File: config.mk
export PLATFORM = sky130hd
export DESIGN_NAME = i2c_eeprom_flat
export DESIGN_NICKNAME = d
export VERILOG_FILES = /design/src/rtl/i2c_eeprom_pkg.sv /design/src/rtl/i2c_eeprom_if.sv /design/src/rtl/i2c_line_sync.sv /design/src/rtl/i2c_eeprom.sv /design/src/flat_wrapper.sv
export SDC_FILE = /design/constraint.sdc
export NUM_CORES = 2
export LEC_CHECK = 0
export BUFFER_PORTS_ARGS = -buffer_cell sky130_fd_sc_hd__buf_4
export CORE_AREA = 4 4 305 607
export CTS_CLUSTER_SIZE = 16
export DETAILED_ROUTE_END_ITERATION = 8
export DIE_AREA = 0 0 309 611
export GPL_ROUTABILITY_DRIVEN = 0
export MAX_ROUTING_LAYER = met4
export PLACE_DENSITY = 0.79
export SETUP_SLACK_MARGIN = 0.3
export SYNTH_ARGS = -nofsm -noshare
export SYNTH_HDL_FRONTEND = slang
export SYNTH_SLANG_ARGS = --single-unit
File: constraint.sdc
create_clock -name clk_i -period 4.5 [get_ports clk_i]
set_input_delay 0.225 -clock clk_i [delete_from_list [all_inputs] [get_ports clk_i]]
set_output_delay 0.225 -clock clk_i [all_outputs]
set_load 0.02 [all_outputs]
File: src/rtl/i2c_eeprom_pkg.sv
// Shared types and constants for the I2C EEPROM slave.
package i2c_eeprom_pkg;

  typedef enum logic [3:0] {
    IDLE,
    DEV_ADDR,
    ACK_DEV,
    WORD_ADDR,
    ACK_WORD,
    WRITE,
    ACK_WRITE,
    READ,
    MACK,
    IGNORE
  } state_t;

  localparam logic READ_BIT  = 1'b1;
  localparam logic WRITE_BIT = 1'b0;

  localparam logic [6:0] DEF_ADDRESS    = 7'b1010_000;
  localparam int         DEF_MEM_BYTES  = 256;
  localparam int         DEF_PAGE_BYTES = 16;

endpackage

File: src/rtl/i2c_eeprom_if.sv
// Board-side I2C pad signals seen by the EEPROM slave.
// sda_i is the resolved open-drain line, so it already reflects sda_oe_o.
interface i2c_eeprom_if;
  import i2c_eeprom_pkg::*;

  logic scl_i;
  logic sda_i;
  logic sda_oe_o;
  logic busy_o;

  modport slave  (input  scl_i, sda_i, output sda_oe_o, busy_o);
  modport master (output scl_i, sda_i, input  sda_oe_o, busy_o);
endinterface

File: src/rtl/i2c_line_sync.sv
// Two-flop synchronizers for SCL/SDA plus a history stage that yields
// SCL edges and START/STOP conditions.
module i2c_line_sync
  import i2c_eeprom_pkg::*;
(
  input  logic clk_i,
  input  logic rst_ni,
  input  logic scl_i,
  input  logic sda_i,
  output logic scl_rise,
  output logic scl_fall,
  output logic start_det,
  output logic stop_det,
  output logic sda
);

  // Index 0 carries SCL, index 1 carries SDA.
  logic [1:0] line_in;
  logic [1:0] line_now;
  logic [1:0] line_prev;

  assign line_in = {sda_i, scl_i};

  for (genvar gi = 0; gi < 2; gi++) begin : g_line
    logic meta_reg;
    logic sync_reg;
    logic hist_reg;

    // Synchronize one line and keep its previous sample; idle bus is high.
    always_ff @(posedge clk_i or negedge rst_ni) begin
      if (!rst_ni) begin
        meta_reg <= 1'b1;
        sync_reg <= 1'b1;
        hist_reg <= 1'b1;
      end else begin
        meta_reg <= line_in[gi];
        sync_reg <= meta_reg;
        hist_reg <= sync_reg;
      end
    end

    assign line_now[gi]  = sync_reg;
    assign line_prev[gi] = hist_reg;
  end

  assign sda       = line_now[1];
  assign scl_rise  =  line_now[0] & ~line_prev[0];
  assign scl_fall  = ~line_now[0] &  line_prev[0];
  // SDA may only move while SCL is steadily high for a START/STOP.
  assign start_det =  line_now[0] & line_prev[0] &  line_prev[1] & ~line_now[1];
  assign stop_det  =  line_now[0] & line_prev[0] & ~line_prev[1] &  line_now[1];

endmodule

File: src/rtl/i2c_eeprom.sv
// 24Cxx-style byte-addressed EEPROM emulated as an I2C slave.
// Storage is a flop array so that reset can restore every byte to 8'hFF.
module i2c_eeprom
  import i2c_eeprom_pkg::*;
#(
  parameter logic [6:0] ADDRESS    = DEF_ADDRESS,
  parameter int         MEM_BYTES  = DEF_MEM_BYTES,
  parameter int         PAGE_BYTES = DEF_PAGE_BYTES
) (
  input  logic         clk_i,
  input  logic         rst_ni,
  i2c_eeprom_if.slave  bus
);

  localparam int ADDR_W = $clog2(MEM_BYTES);
  localparam int PAGE_W = $clog2(PAGE_BYTES);

  logic scl_rise, scl_fall, start_det, stop_det, sda;

  i2c_line_sync u_sync (
    .clk_i     (clk_i),
    .rst_ni    (rst_ni),
    .scl_i     (bus.scl_i),
    .sda_i     (bus.sda_i),
    .scl_rise  (scl_rise),
    .scl_fall  (scl_fall),
    .start_det (start_det),
    .stop_det  (stop_det),
    .sda       (sda)
  );

  state_t              state_reg;
  logic [3:0]          bit_cnt_reg;
  logic [6:0]          shift_reg;
  logic                rw_reg;
  logic [ADDR_W-1:0]   ptr_reg;
  logic                sda_oe_reg;
  logic                busy_reg;
  logic [7:0]          mem_reg [MEM_BYTES];

  logic [7:0]          byte_in;
  logic [7:0]          rd_byte;
  logic [ADDR_W-1:0]   ptr_page_next;
  logic                wr_en;

  assign byte_in = {shift_reg, sda};
  assign rd_byte = mem_reg[ptr_reg];
  // A byte commits on the rising edge of its 8th bit.
  assign wr_en   = (state_reg == WRITE) && scl_rise && (bit_cnt_reg == 4'd7);

  assign bus.sda_oe_o = sda_oe_reg;
  assign bus.busy_o   = busy_reg;

  // Write pointer advance: low page bits wrap, page number is held.
  always_comb begin
    ptr_page_next = ptr_reg;
    ptr_page_next[PAGE_W-1:0] = ptr_reg[PAGE_W-1:0] + PAGE_W'(1);
  end

  // Storage array: cleared to 8'hFF on reset, one byte written per data byte.
  always_ff @(posedge clk_i or negedge rst_ni) begin
    if (!rst_ni) begin
      for (int i = 0; i < MEM_BYTES; i++) mem_reg[i] <= 8'hFF;
    end else if (wr_en) begin
      mem_reg[ptr_reg] <= byte_in;
    end
  end

  // Protocol FSM; SDA drive is only updated on detected SCL falling edges,
  // except START/STOP which always release it.
  always_ff @(posedge clk_i or negedge rst_ni) begin
    if (!rst_ni) begin
      state_reg   <= IDLE;
      bit_cnt_reg <= '0;
      shift_reg   <= '0;
      rw_reg      <= WRITE_BIT;
      ptr_reg     <= '0;
      sda_oe_reg  <= 1'b0;
      busy_reg    <= 1'b0;
    end else if (start_det) begin
      state_reg   <= DEV_ADDR;
      bit_cnt_reg <= '0;
      sda_oe_reg  <= 1'b0;
      busy_reg    <= 1'b1;
    end else if (stop_det) begin
      state_reg   <= IDLE;
      bit_cnt_reg <= '0;
      sda_oe_reg  <= 1'b0;
      busy_reg    <= 1'b0;
    end else begin
      case (state_reg)
        DEV_ADDR, WORD_ADDR, WRITE: begin
          if (scl_rise) begin
            shift_reg <= byte_in[6:0];
            if (bit_cnt_reg == 4'd7) begin
              bit_cnt_reg <= '0;
              if (state_reg == DEV_ADDR) begin
                rw_reg    <= byte_in[0];
                state_reg <= (byte_in[7:1] == ADDRESS) ? ACK_DEV : IGNORE;
              end else if (state_reg == WORD_ADDR) begin
                ptr_reg   <= byte_in[ADDR_W-1:0];
                state_reg <= ACK_WORD;
              end else begin
                ptr_reg   <= ptr_page_next;
                state_reg <= ACK_WRITE;
              end
            end else begin
              bit_cnt_reg <= bit_cnt_reg + 4'd1;
            end
          end
        end
        // First fall after the byte pulls SDA low; the fall after the
        // 9th clock ends the ack (sda_oe_reg tells the two apart).
        ACK_DEV, ACK_WORD, ACK_WRITE: begin
          if (scl_fall) begin
            if (!sda_oe_reg) begin
              sda_oe_reg <= 1'b1;
            end else if (state_reg == ACK_DEV && rw_reg == READ_BIT) begin
              state_reg   <= READ;
              bit_cnt_reg <= '0;
              sda_oe_reg  <= ~rd_byte[7];
            end else begin
              state_reg  <= (state_reg == ACK_DEV) ? WORD_ADDR : WRITE;
              sda_oe_reg <= 1'b0;
            end
          end
        end
        READ: begin
          if (scl_rise) begin
            bit_cnt_reg <= bit_cnt_reg + 4'd1;
          end else if (scl_fall) begin
            if (bit_cnt_reg == 4'd8) begin
              sda_oe_reg  <= 1'b0;
              ptr_reg     <= ptr_reg + ADDR_W'(1);
              bit_cnt_reg <= '0;
              state_reg   <= MACK;
            end else begin
              sda_oe_reg <= ~rd_byte[~bit_cnt_reg[2:0]];
            end
          end
        end
        // bit_cnt_reg==1 marks a master ACK seen on this 9th clock.
        MACK: begin
          if (scl_rise) begin
            if (sda) state_reg <= IGNORE;
            else     bit_cnt_reg <= 4'd1;
          end else if (scl_fall && bit_cnt_reg == 4'd1) begin
            state_reg   <= READ;
            bit_cnt_reg <= '0;
            sda_oe_reg  <= ~rd_byte[7];
          end
        end
        IDLE, IGNORE: begin
        end
        default: state_reg <= IDLE;
      endcase
    end
  end

endmodule

File: src/flat_wrapper.sv
// flat-port wrapper written by rule: the top's interface ports become plain ports
module i2c_eeprom_flat import i2c_eeprom_pkg::*;
#(
  parameter logic [6:0] ADDRESS    = DEF_ADDRESS,
  parameter int         MEM_BYTES  = DEF_MEM_BYTES,
  parameter int         PAGE_BYTES = DEF_PAGE_BYTES
)
  (clk_i, rst_ni, bus_scl_i, bus_sda_i, bus_sda_oe_o, bus_busy_o);
  i2c_eeprom_if bus_i ();
  input  logic clk_i;
  input  logic rst_ni;
  input wire logic [$bits(bus_i.scl_i)-1:0] bus_scl_i;
  input wire logic [$bits(bus_i.sda_i)-1:0] bus_sda_i;
  output wire logic [$bits(bus_i.sda_oe_o)-1:0] bus_sda_oe_o;
  output wire logic [$bits(bus_i.busy_o)-1:0] bus_busy_o;
  assign bus_i.scl_i = bus_scl_i;
  assign bus_i.sda_i = bus_sda_i;
  assign bus_sda_oe_o = bus_i.sda_oe_o;
  assign bus_busy_o = bus_i.busy_o;
  i2c_eeprom #(.ADDRESS(ADDRESS), .MEM_BYTES(MEM_BYTES), .PAGE_BYTES(PAGE_BYTES)) u_core (.clk_i(clk_i), .rst_ni(rst_ni), .bus(bus_i));
endmodule
* After elaboration in Yosys (flattened, before gate mapping)
Index checks and enable logic that the tools add are counted.
** Word-level totals
- Flip-flop bits (word level) :: 2080
- Input bits :: 4
- Output and inout bits :: 2
- Logic and storage cells :: 410
** Cells by class
- $add $sub $neg :: 3
- $lt $le $gt $ge :: 3
- Equality and inequality tests :: 36
- Multiplexer cells :: 61
- Bitwise operators :: 17
- Reductions and logical operators :: 20
** Operators with widths (number)
- 2048-bit bitwise mux :: 1
- 4-bit 2-to-1 mux :: 28
- 8-bit 2-to-1 mux :: 10
- 8-bit binary-select mux with 8-bit select :: 1
- 8-bit demux with 8-bit select :: 1
- 4-bit by 1-bit != test with 1-bit output, second input constant :: 8
- 4-bit by 3-bit == test with 1-bit output, second input constant :: 5
- 4-bit case mux with 5 select lines :: 1
- 10-bit AND reduction :: 2
- 9-bit AND reduction :: 2
- 4-bit case mux with 4 select lines :: 1
- 8-bit case mux with 2 select lines :: 1
- 5-bit by 1-bit != test with 1-bit output, second input constant :: 3
- 1-bit 2-to-1 mux :: 13
- 4-bit == test, second input constant :: 3
- 6-bit AND reduction :: 2
- 2-bit by 1-bit != test with 1-bit output, second input constant :: 5
- 5-bit != test, second input constant :: 2
- 9-bit >= comparator, second input constant :: 1
- 9-bit by 1-bit < comparator with 1-bit output, second input constant :: 1
- 8-bit NOT with 9-bit output :: 1
- 4-bit by 1-bit adder with 4-bit output, second input constant :: 2
- 8-bit by 1-bit adder with 8-bit output, second input constant :: 1
- 4-bit by 1-bit == test with 1-bit output, second input constant :: 2
- other kinds (21) :: 43

* Longest topological paths before layout
- Depth in word-level cells :: 13
- Depth in mapped cells :: 14
- Mapped depth without buffers :: 9

* Hierarchy
From an unflattened synthesis, not the netlist that was laid out.
** Unflattened totals
- Cells, all modules :: 6337
- Area total of the unflattened synthesis :: 97860.1 um2
** By module, submodules not included
- i2c_eeprom :: times used 1, cells each 6327, area an instance 97669.9 um2, seq. area each 54462.2 um2
- i2c_line_sync :: times used 1, cells each 10, area an instance 190.2 um2, seq. area each 157.7 um2

* Worst setup path before layout
Ideal clock, no wire load.
- Kind :: register to register
- Start :: register u_core.ptr_reg[0]
- End :: register u_core.mem_reg[584] in the netlist's numbering
- Setup time :: 0.082 ns
- Arrival time :: 3.132 ns
- Required time :: 4.418 ns
- Path slack :: 1.285 ns
- Cell stages (with the launch flop) :: 13
- Path buffers :: 6
- Clock period less this slack :: 3.215 ns
- Cells stage by stage :: dfrtp_1 buf_6 buf_8 buf_8 inv_2 clkbuf_1 ha_1 clkbuf_1 nand3_1 or2_2 buf_2 nor2_2 mux2_2
** On the way
- Word-level cells in the longest chain between the ends :: 6
- Elaborated cells on any way between the ends :: 7
- Classes of those cells :: order compare (2); mux (3); bitwise (1); reduce/logical (1)
** Ends and longest elaborated chain
- from (decl) :: line i2c_eeprom.sv:36 : logic [ADDR_W-1:0] ptr_reg;
- from (signal assigned) :: line i2c_eeprom.sv:101 : ptr_reg <= byte_in[ADDR_W-1:0];
- from (signal assigned) :: line i2c_eeprom.sv:104 : ptr_reg <= ptr_page_next;
- from (signal assigned) :: line i2c_eeprom.sv:134 : ptr_reg <= ptr_reg + ADDR_W'(1);
- 8-bit NOT with 9-bit output (implied by the code) (*) :: line i2c_eeprom.sv:65 : mem_reg[ptr_reg] <= byte_in;
- 9-bit >= comparator (implied by the code) or 9-bit by 1-bit < comparator with 1-bit output (tied branches) :: line i2c_eeprom.sv:65
- 1-bit logical AND (implied by the code) :: line i2c_eeprom.sv:65
- 8-bit 2-to-1 mux (implied by the code) :: line i2c_eeprom.sv:65
- 8-bit demux with 8-bit select (*) :: line i2c_eeprom.sv:65
- 2048-bit bitwise mux (*) :: line i2c_eeprom.sv:65
- to (signal, indexed assignment) :: line i2c_eeprom.sv:65
- to (decl) :: line i2c_eeprom.sv:39 : logic [7:0] mem_reg [MEM_BYTES];
Every way passes the cells marked *; elsewhere a longest branch is shown, timed or not.
A chain may end at the register's enable or synchronous reset.

* Worst setup path after layout
- Start :: register u_core.ptr_reg[6]
- End :: register u_core.sda_oe_reg, in the netlist u_core.bus.sda_oe_o
** On the way
- Word-level cells in the longest chain between the ends :: 13
- Elaborated cells on any way between the ends :: 19
- Classes of those cells :: mux (16); bitwise (3)
** Ends and longest elaborated chain
- 8-bit NOT with 9-bit output (implied by the code) (*) :: line i2c_eeprom.sv:47 : assign rd_byte = mem_reg[ptr_reg];
- 8-bit binary-select mux with 8-bit select (*) :: line i2c_eeprom.sv:47
- 8-bit 2-to-1 mux (implied by the code) (*) (2 in a row) :: line i2c_eeprom.sv:47
- 1-bit binary-select mux with 3-bit select :: line i2c_eeprom.sv:138 : sda_oe_reg <= ~rd_byte[~bit_cnt_reg[2:0]];
- 1-bit 2-to-1 mux (implied by the code) :: line i2c_eeprom.sv:138
- 1-bit NOT :: line i2c_eeprom.sv:138
- 1-bit 2-to-1 mux :: line i2c_eeprom.sv:132 : if (bit_cnt_reg == 4'd8) begin
- 1-bit 2-to-1 mux :: line i2c_eeprom.sv:131 : end else if (scl_fall) begin
- 1-bit 2-to-1 mux :: line i2c_eeprom.sv:129 : if (scl_rise) begin
- 1-bit case mux with 3 select lines (*) :: line i2c_eeprom.sv:91 : case (state_reg)
- 1-bit 2-to-1 mux (*) :: line i2c_eeprom.sv:85 : end else if (stop_det) begin
- 1-bit 2-to-1 mux (*) :: line i2c_eeprom.sv:80 : end else if (start_det) begin
- to (signal assigned) :: line i2c_eeprom.sv:121 : sda_oe_reg <= ~rd_byte[7];
- to (signal assigned) :: line i2c_eeprom.sv:138
- to (signal assigned) :: line i2c_eeprom.sv:150 : sda_oe_reg <= ~rd_byte[7];
- to (decl) :: line i2c_eeprom.sv:37 : logic sda_oe_reg;
Every way passes the cells marked *; elsewhere a longest branch is shown, timed or not. The select of a mux whose other input is x is not followed.

==> results.txt <==
Vias in the first global route - 64100
Leakage - 0.0428 µW
RR Endpoint - u_core.bus.sda_oe_o
Final period utilization - 96.4%
Crit. Startpoint - u_core.ptr_reg[6]
Tot Pwr - 46500 µW
Cell Area, Synth - 0.0987 mm²
Slew @ Worst Pin - 1.68 ns
R2R Path Start - u_core.ptr_reg[6]
Synth Instances - 6371
Status - complete, but fails checks
Syn_area_per_cell - 15.5 µm²
Ys flop type - dfstp_2
Die ar. - 0.189 mm²
Pwr Density - 428 mW/mm²
Number of synthesized register bits - 2080
Routed wire length per instance - 34.7 µm
First-pass GRT wire length - 452000 µm
Drt drc - 79
Tmin final - 4.34 ns
Die width - 309 µm
Die Y - 611 µm
Total of max-cap violations - 0
R2R Setup Slk - 0.16 ns
Hold slack - 0.0770 ns
Layout cell share with drive strength beyond 1 - 82.6%
Vias - 60400
Num ports - 6
CP Class - reg -> reg
Worst endpoint required time - 5.27 ns
Asr flop ratio synth - 100%
Number of flip-flops in the largest register - 2048
Clock-pin transition on the worst setup and hold timing paths - 0.08 ns
Worst clock skew - 0.0675 ns
Final slew viol count - 1
Slowest-stage cell, CP - a221oi_1
Clk_lat worst skew - 0.86 ns
Critical path cell sequence - buf_4 -> and4b_1 -> a221oi_1 -> nand4_1 -> nand2_1 -> o2111ai_1 -> nor4_1 -> o32ai_1 -> a32oi_1
CTS tree - built
Synthesis-to-layout area growth - 10.1%
Layout Utilization - 60.1%
Detailed placement HPWL - 210000 µm
Crit path launch type - flip-flop
Nets@finish - 6444
Number of synthesized flops with an enable pin - 0
Crit path max fanout - 17
Crit path to - u_core.bus.sda_oe_o
Achievable Freq - 0.231 GHz
Worst Hold Class - in -> reg
Clock tree buffer depth - 4
Synth Warn # - 0
Final non-filler cell area - 0.109 mm²
R2R cell count - 9
Crit path DAT - 5.11 ns
Root buffer cell - clkbuf_16
WL final - 310000 µm
Total gr overflow - 0
Failing checks - DRC, slew limit
Total CTS buffers - 179
ANT nets after route - 0
Dpl cell area - 0.103 mm²
Min-Delay Path Depth - 2
Yosys cell types - 84
Vias per cell - 6.77
Std-Cell Rows - 221
Setup crit end kind - flip-flop
PortBufs - 5
Endpoints failing hold - 0
Initial antenna violation count - 31
Max IR drop VDD - 0.478 mV
Setup TNS - 0 ns
Slew headroom - -12.3%
Initial Utilization - 54.6%
Unrepaired setup endpoints after global routing - false
Drt initial violations - 6150
Seq/Total Area, Yosys - 55.4%
Syn Nets - 6382
Final setup fails - 0
Largest net degree at the start of global routing - 202
H-Tree Depth - 4
Core area - 0.181 mm²
Gr usage total - 34.0%
Clock sink count - 2080
Detailed Routing Iterations Pass 1 - 9
Worst path max stage delay - 1.42 ns
[worst min path at each step]
stage	endpoint	from	slack, ns
after detailed placement	u_core.u_sync.g_line[1].meta_reg	bus_sda_i	0.34
after CTS	u_core.u_sync.g_line[0].meta_reg	bus_scl_i	0.07
after global placement	u_core.u_sync.g_line[1].meta_reg	bus_sda_i	0.34
after floorplan	u_core.bit_cnt_reg[0]	rst_ni	-0.07
after global routing	u_core.u_sync.g_line[0].meta_reg	bus_scl_i	0.08
final	u_core.u_sync.g_line[0].meta_reg	bus_scl_i	0.08
[synthesized netlist by cell type (7+ instances only)]
library cell / instances / area [µm²]
a211oi_1: 9 / 67.6
nor2_1: 134 / 503
o211ai_1: 14 / 105
buf_4: 17 / 128
o21ai_0: 35 / 175
nand2b_1: 14 / 87.6
a22o_1: 18 / 158
nor4_1: 14 / 87.6
nor3b_1: 7 / 52.6
nor2_2: 154 / 963
dfrtp_1: 26 / 651
buf_6: 27 / 304
nor3_1: 33 / 165
inv_1: 7 / 26.3
nand3_1: 83 / 415
and2_1: 10 / 62.6
mux2i_1: 166 / 1660
nand4_1: 16 / 100
a221oi_1: 23 / 201
clkbuf_1: 307 / 1150
mux4_2: 450 / 10100
nor2b_1: 19 / 119
a21oi_1: 64 / 320
o22ai_1: 27 / 169
a32oi_1: 8 / 70.1
dfstp_2: 2054 / 54000
and3_1: 7 / 43.8
mux2_2: 2079 / 23400
a22oi_1: 102 / 766
a31oi_1: 18 / 113
ha_1: 7 / 87.6
buf_1: 21 / 78.8
nand2_1: 158 / 593
o2111ai_1: 10 / 87.6
buf_2: 113 / 566
[placed cells by master (no fill, tap or decap), types with 7 or more instances in the layout]
cell type  instances
clkbuf_1          38
nor2_2           154
clkinv_2          25
nand2_1          158
nand3_1           82
nand2b_1          13
clkbuf_8          43
a211oi_1           9
a32oi_1            8
a21oi_1           63
and2_1             8
mux2_2          2079
a221oi_1          23
clkbuf_16        181
diode_2           32
nor3b_1            7
a22oi_1          102
ha_1               7
dfstp_2         2053
inv_1              7
bufinv_16          9
o2111ai_1         10
nor2b_1           13
buf_12            43
nor4_1            13
o21ai_0           35
o211ai_1          14
and3_1             7
nor3_1            33
nor2_1           132
o22ai_1           25
mux4_2           450
dfrtp_1           13
mux2i_1          166
nand4_1           16
a22o_1            18
a31oi_1           18
dfrtp_4           12
buf_4            323
[per-layer routing]
metal	share of wire, %	global-route usage (%)
met1	32	35.1
met2	48	52.5
met3	7.4	8.76
met4	12	32.2
met5	0	-
[timing repair]
| action | in CTS | in global routing |
|---|---|---|
| gates cloned | 0 | 1 |
| gates resized for setup | 2 | 8 |
| pin swaps | 1 | 2 |
| setup endpoints to repair | 1 | 1 |
| hold buffers | 4 | 0 |
| endpoints found under the hold margin | 94 | 0 |
| setup buffers | 4 | 15 |
[report_power, final]
part | switching (µW) | leakage [µW] | total (µW) | internal [µW]
logic | 7720 | 0.0185 | 11400 | 3710
registers | 587 | 0.0215 | 19500 | 18900
clock network | 7040 | 0.00284 | 15600 | 8580
[worst max-delay path, delay by kind of cell, from the launching register on]
family                 cells  cell delay, ns
flip-flops                 1            0.71
buffers and inverters      1            0.41
AO/OA/AOI/OAI              4            1.90
AND/OR/NAND/NOR            4            1.20
[stage by stage]
step           std cells  worst slack, ns
2_1_floorplan       6371             1.29
3_3_place_gp        8569          -0.0590
3_5_place_dp        8569          -0.0791
4_1_cts             8881            0.317
5_1_grt             8926            0.334
6_report            8929            0.163
[layout make-up]
class                           instances  area [µm²]
Clock inverter                         43         488
Antenna cell                           32        80.1
Clock buffer                          261        5240
Sequential cell                      2080       54700
Fill cell                           13200       72200
Inverter                               12        47.5
Timing Repair Buffer                  373        3410
Multi-Input combinational cell       3787       41800
Tap cell                             2341        2930
[cells by family after synthesis]
family	Yosys count	share of synthesized area [%]
XOR/XNOR	2	0.0178
buffers and inverters	504	2.42
AND/OR/NAND/NOR	689	3.59
flip-flops	2080	55.4
multiplexers	2698	35.7
AO/OA/AOI/OAI	390	2.81
adder cells (fa/ha/maj)	8	0.0989
Power figures use the tool's default switching activity.
